[src/rtl/seg7_pkg.sv]
// Shared types and the active-high segment pattern table for the 7-segment scan decoder.
// Segment order is g..a, i.e. bit0 = a through bit6 = g.
package seg7_pkg;

  typedef logic [6:0] seg7_t;

  localparam int SEG_A = 0;
  localparam int SEG_B = 1;
  localparam int SEG_C = 2;
  localparam int SEG_D = 3;
  localparam int SEG_E = 4;
  localparam int SEG_F = 5;
  localparam int SEG_G = 6;
  localparam int SEG_W = SEG_G - SEG_A + 1;

  localparam seg7_t SEG7_PATTERNS [16] = '{
    7'h3F, 7'h06, 7'h5B, 7'h4F, 7'h66, 7'h6D, 7'h7D, 7'h07,
    7'h7F, 7'h6F, 7'h77, 7'h7C, 7'h39, 7'h5E, 7'h79, 7'h71
  };

endpackage

[src/rtl/seg7_pattern_to_nibble.sv]
// Combinational reverse lookup: active-high segment pattern to hex nibble.
// hit is low for any pattern outside the 16-entry table (including all-off).
import seg7_pkg::*;

module seg7_pattern_to_nibble (
  input  seg7_t      seg,
  output logic [3:0] nibble,
  output logic       hit
);

  always_comb begin
    nibble = 4'h0;
    hit    = 1'b0;
    for (int i = 0; i < 16; i++) begin
      if (!hit && seg == SEG7_PATTERNS[i]) begin
        nibble = 4'(i);
        hit    = 1'b1;
      end
    end
  end

endmodule

[src/rtl/seg7_scan_decoder.sv]
// Recovers hex digits from a multiplexed active-low 7-segment bus.
// Define SEG7_SCAN_DP_EN to add the decimal-point input seg_dp_n and per-digit dp output.
import seg7_pkg::*;

module seg7_scan_decoder #(
  parameter  int DIGITS        = 4,
  parameter  int STABLE_CYCLES = 4,
  localparam int CNT_W         = $clog2(STABLE_CYCLES + 1)
) (
  input  logic                  clk,
  input  logic                  rst_n,
  input  logic [6:0]            seg_n,
  input  logic [DIGITS-1:0]     dig_n,
`ifdef SEG7_SCAN_DP_EN
  input  logic                  seg_dp_n,
  output logic [DIGITS-1:0]     dp,
`endif
  input  logic                  clear,
  output logic [4*DIGITS-1:0]   value,
  output logic [DIGITS-1:0]     digit_valid,
  output logic [DIGITS-1:0]     digit_err,
  output logic                  frame_done
);

`ifdef SEG7_SCAN_DP_EN
  localparam int DP_W = 1;
`else
  localparam int DP_W = 0;
`endif
  localparam int SW = SEG_W + DIGITS + DP_W;

  logic [SW-1:0]        samp_in, sync1_q, sync2_q;
  logic [CNT_W-1:0]     cnt_q, cnt_d;
  logic                 captured_q, captured_d;
  logic [DIGITS-1:0]    mask_q, mask_d;
  logic [4*DIGITS-1:0]  value_q, value_d;
  logic [DIGITS-1:0]    valid_q, valid_d, err_q, err_d;
  logic                 fd_q, fd_d;
  logic [DIGITS-1:0]    cur_dig;
  seg7_t                cur_seg;
  logic [3:0]           dec_nib;
  logic                 dec_hit, same, one_hot, stable_hit, capture;

  // Sync flops hold active-high copies so their reset value means "bus idle".
`ifdef SEG7_SCAN_DP_EN
  logic [DIGITS-1:0]    dp_q, dp_d;
  assign samp_in = {~seg_dp_n, ~seg_n, ~dig_n};
`else
  assign samp_in = {~seg_n, ~dig_n};
`endif

  assign cur_dig = sync2_q[DIGITS-1:0];
  assign cur_seg = sync2_q[DIGITS +: SEG_W];

  seg7_pattern_to_nibble u_lookup (
    .seg    (cur_seg),
    .nibble (dec_nib),
    .hit    (dec_hit)
  );

  always_comb begin
    // Comparing the two sync stages looks one sample ahead, keeping latency at STABLE_CYCLES+2.
    same       = (sync1_q == sync2_q);
    one_hot    = (cur_dig != '0) && ((cur_dig & (cur_dig - 1'b1)) == '0);
    stable_hit = same && (cnt_q == CNT_W'(STABLE_CYCLES - 1)) && !captured_q;
    capture    = stable_hit && one_hot;

    cnt_d      = '0;
    captured_d = 1'b0;
    if (same) begin
      cnt_d      = (cnt_q == CNT_W'(STABLE_CYCLES)) ? cnt_q : cnt_q + CNT_W'(1);
      captured_d = captured_q | stable_hit;
    end

    value_d = value_q;
    valid_d = valid_q;
    err_d   = err_q;
`ifdef SEG7_SCAN_DP_EN
    dp_d    = dp_q;
`endif
    fd_d    = (mask_q == '1);
    mask_d  = fd_d ? '0 : mask_q;

    if (capture) begin
      mask_d = mask_d | cur_dig;
      for (int i = 0; i < DIGITS; i++) begin
        if (cur_dig[i]) begin
          if (dec_hit) value_d[4*i +: 4] = dec_nib;
          valid_d[i] = dec_hit;
          err_d[i]   = !dec_hit;
`ifdef SEG7_SCAN_DP_EN
          dp_d[i]    = sync2_q[SW-1];
`endif
        end
      end
    end

    if (clear) begin
      value_d = '0;
      valid_d = '0;
      err_d   = '0;
      mask_d  = '0;
      fd_d    = 1'b0;
`ifdef SEG7_SCAN_DP_EN
      dp_d    = '0;
`endif
    end
  end

  always_ff @(posedge clk or negedge rst_n) begin
    if (!rst_n) begin
      sync1_q    <= '0;
      sync2_q    <= '0;
      cnt_q      <= '0;
      captured_q <= 1'b0;
      mask_q     <= '0;
      value_q    <= '0;
      valid_q    <= '0;
      err_q      <= '0;
      fd_q       <= 1'b0;
`ifdef SEG7_SCAN_DP_EN
      dp_q       <= '0;
`endif
    end else begin
      sync1_q    <= samp_in;
      sync2_q    <= sync1_q;
      cnt_q      <= cnt_d;
      captured_q <= captured_d;
      mask_q     <= mask_d;
      value_q    <= value_d;
      valid_q    <= valid_d;
      err_q      <= err_d;
      fd_q       <= fd_d;
`ifdef SEG7_SCAN_DP_EN
      dp_q       <= dp_d;
`endif
    end
  end

  assign value       = value_q;
  assign digit_valid = valid_q;
  assign digit_err   = err_q;
  assign frame_done  = fd_q;
`ifdef SEG7_SCAN_DP_EN
  assign dp          = dp_q;
`endif

endmodule

[config.mk]
export PLATFORM = sky130hd
export DESIGN_NAME = seg7_scan_decoder
export DESIGN_NICKNAME = d
export VERILOG_FILES = /design/src/rtl/seg7_pkg.sv /design/src/rtl/seg7_pattern_to_nibble.sv /design/src/rtl/seg7_scan_decoder.sv
export SDC_FILE = /design/constraint.sdc
export NUM_CORES = 1
export LEC_CHECK = 0
export ABC_AREA = 1
export CORE_ASPECT_RATIO = 1.25
export CORE_MARGIN = 2
export CORE_UTILIZATION = 33
export CTS_CLUSTER_DIAMETER = 30
export DETAILED_ROUTE_END_ITERATION = 6
export PLACE_DENSITY_LB_ADDON = 0.08
export SLEW_MARGIN = 5
export SYNTH_ARGS = -nofsm -noshare
export SYNTH_HDL_FRONTEND = slang
export SYNTH_HIERARCHICAL = 1
export SYNTH_SLANG_ARGS = --single-unit
[constraint.sdc]
create_clock -name clk -period 1.97 [get_ports clk]
set_input_delay 0.2955 -clock clk [delete_from_list [all_inputs] [get_ports clk]]
set_output_delay 0.2955 -clock clk [all_outputs]
set_load 0.02 [all_outputs]
==> impl_metrics.yaml <==
status:
  status: "completed"
synthesis:
  syn_area_per_cell_um2: 8.49
  synth_area_leaders: "dfrtp_1 (51%), nand2_1 (12%), nand3_1 (5.8%), inv_1 (5.5%), nand2_2 (3.5%)"
  netlist.area_leader.share: 0.515
  synthesis.area_mm2: 0.00267
  yosys.area.top_type: "dfrtp_1"
  async_reset_ff_frac: 1.00
  ys_types: 25
  ys.flop_type: "dfrtp_1"
  ys_ff_latch: 55
  ys_top_cells_by_count: "nand2_1 (86), dfrtp_1 (55), inv_1 (39)"
  synth.yosys.seq_area_share: 0.515
  yosys.cell_count.top_type: "nand2_1"
  syn-num-nets: 332
  syn_inst: 315
  yosysWarnings: 6
  synth_edf_count: 0
power:
  power_uw: 2330
  power_switching_uw: 591
  power.leakage_uw: 0.00185
  ir_drop_mv: 0.353
  p_per_area_mw_per_mm2: 652
  combPwrFrac: 0.144
  seqPwrFrac: 0.522
  clock_power_share: 0.334
  swShare: 0.254
  internal_power_uw: 1730
timing:
  fin_ws_ns: 0.0474
  fin_crit_sh: 0.976
  rsz0062_at_grt: "true"
  tns_ns: 0
  tightest_slew_ns: 0.552
  hold_viol: 0
  finalClockSkew_ns: 0.00847
  finalCriticalPeriod_ns: 1.92
  fmaxAchievable_mhz: 520
  max_slew_margin: 0.632
  drv_slew: 0
  setup_viol: 0
placement:
  dp_worst_setup_slack_ns: -0.0173
  placed_area_mm2: 0.00331
  dp_hpwl_um: 4200
  place.port_buffers: 38
  gp_congestion: 0.835
floorplanning:
  io-pin-count: 39
  die_area_mm2: 0.00884
  start_util: 0.341
  rows: 36
  die_h_um: 105
  die_w_um: 84.5
  core-area_mm2: 0.00784
clock_network:
  cts_root_buffer: "clkbuf_8"
  ctsLongestPathBuffers: 2
  cts_tree: "built"
  cts_buffers: 5
  clock_latency_ns: 0.31
  cts.clk_slew.worst_paths_ns: 0.09
  clock-sinks: 55
  htree_levels: 2
drt:
  via_count: 2168
  drc: 0
  firstDrtPassIters: 4
  drt_wl_total_um: 5550
  antenna_left: 0
  vias_per_cell: 4.51
  drt_iter0_drc: 51
  routedWlPerCell_um: 11.5
global_route:
  use_met1: 0.165
  grt_max_degree: 34
  busiest_layer: "met2"
  grt_pass1_vias: 2038
  met3_usage: 0.0237
  overflow: 0
  use_met2: 0.224
  grt_antenna_before_repair: 0
  grt_first_pass_wirelength_um: 9400
  grt_usage: 0.131
cells_and_area:
  ff_latch_area_mm2: 0.00138
  n_antenna_cell: 0
  design_area_mm2: 0.00357
  synthToLayoutAreaGrowth_pct: 33.4
  multi_input_area_mm2: 0.00116
  drive_gt1_frac: 0.244
  num-fill-cells: 804
  nets: 402
flow_run:
  maxCapViolCount: 0
critical_path:
  arrival_ns: 2.12
  worstSetupStartpoint: "sync2_q[6]"
  crit_fanout: 14
  cp.required_ns: 2.17
  rr_startpoint: "sync2_q[6]"
  end_kind: "flip-flop"
  critPathLaunchType: "flip-flop"
  path_class: "flip-flop to flip-flop"
hold_path:
  hp-class: "flip-flop to flip-flop"
  min_from: "sync1_q[10]"
[final timing paths]
kind	to	slack [ns]	cells past startpoint
worst max-delay path	value[0]	0.05	14
worst max register to register	value[0]	0.05	14
worst min-delay path	sync2_q[10]	0.40	0
max in group asynchronous	sync2_q[2]	0.90	3
worst min register to register	sync2_q[10]	0.40	0
min in group asynchronous	value[6]	0.51	2
[through the flow]
step                cells  hold slack [ns]  utilization
global placement      463            0.313        0.422
floorplan             315       -0.0000911            -
CTS                   476            0.406        0.445
finish                481            0.399        0.455
detailed placement    463            0.314        0.422
global route          481            0.416        0.455
[area by class of cell]
cell class                      count  area share
Inverter                           47      0.0502
Timing Repair Buffer               66       0.169
Clock inverter                      2     0.00982
Multi-Input combinational cell    210       0.327
Tap cell                           95      0.0333
Sequential cell                    55       0.388
Clock buffer                        6      0.0231
[timing repair]
action,CTS,global route
pin swaps,1,4
endpoints found under the hold margin,22,0
endpoints found under the setup margin,16,24
hold buffers,1,0
setup buffers,4,5
gates resized for setup,7,15
[cells in the final DEF, fill, tap and decap left out]
master            n
nor2_2            7
dfrtp_1          50
xnor2_1           5
nand2_1          81
buf_6             1
nand4_1          12
nor2_1           21
dlygate4sd3_1     1
nor2_4            2
nor2_8            1
nor4_1            1
o21ai_0           1
buf_4            25
nand4_2           4
nand3_1          31
clkinv_2          1
clkbuf_8          6
a2111oi_0         1
inv_1            37
dfrtp_2           5
nor3_1            3
nand2_2          15
bufinv_16         1
xor2_1            1
inv_2             9
ha_1              3
nor4_2            1
nor3_4            1
a21oi_1           7
inv_4             1
buf_2             1
clkdlybuf4s50_1  37
buf_12            1
nor3_2            2
nand2_4          10
[routing by layer]
metal / share of wire / up-vias
met5: 0 / -
met4: 0.011 / 0
met3: 0.028 / 6
met2: 0.51 / 34
met1: 0.45 / 992
li1: - / 1136
[power by group through the flow]
stage	clock (µW)	combinational, µW	sequential (µW)
floorplan	0	141	1260
global placement	0	313	1240
detailed placement	0	314	1240
CTS	812	329	1210
global route	858	373	1220
finish	776	335	1210
[critical path, stage by stage, from the launching register on]
cell     delay (ns)
dfrtp_2        0.46
nand2_4        0.11
nor2_4         0.05
nand2_2        0.08
nand2_2        0.06
nor2_1         0.09
nand4_1        0.10
nor3_2         0.11
nand4_1        0.09
nor2_1         0.09
nand4_1        0.12
nor2_2         0.18
inv_4          0.12
nand3_1        0.11
nand2_1        0.05
[state kept, by name, indices dropped and copies added (netlist names)]
name / cells
cnt_q: 3
mask_q: 4
sync2_q: 11
frame_done: 1
sync1_q: 11
value: 16
digit_err: 4
digit_valid: 4
captured_q: 1
[kinds of logic after synthesis]
group           after synthesis  share of synthesized area
compound gates                9                     0.0182
fa+ha+maj                     3                     0.0140
flops                        55                      0.515
xor+xnor                      6                     0.0197
buf+inv                      50                     0.0707
simple gates                192                      0.363
Note: power is estimated with default switching activity, not from simulation.
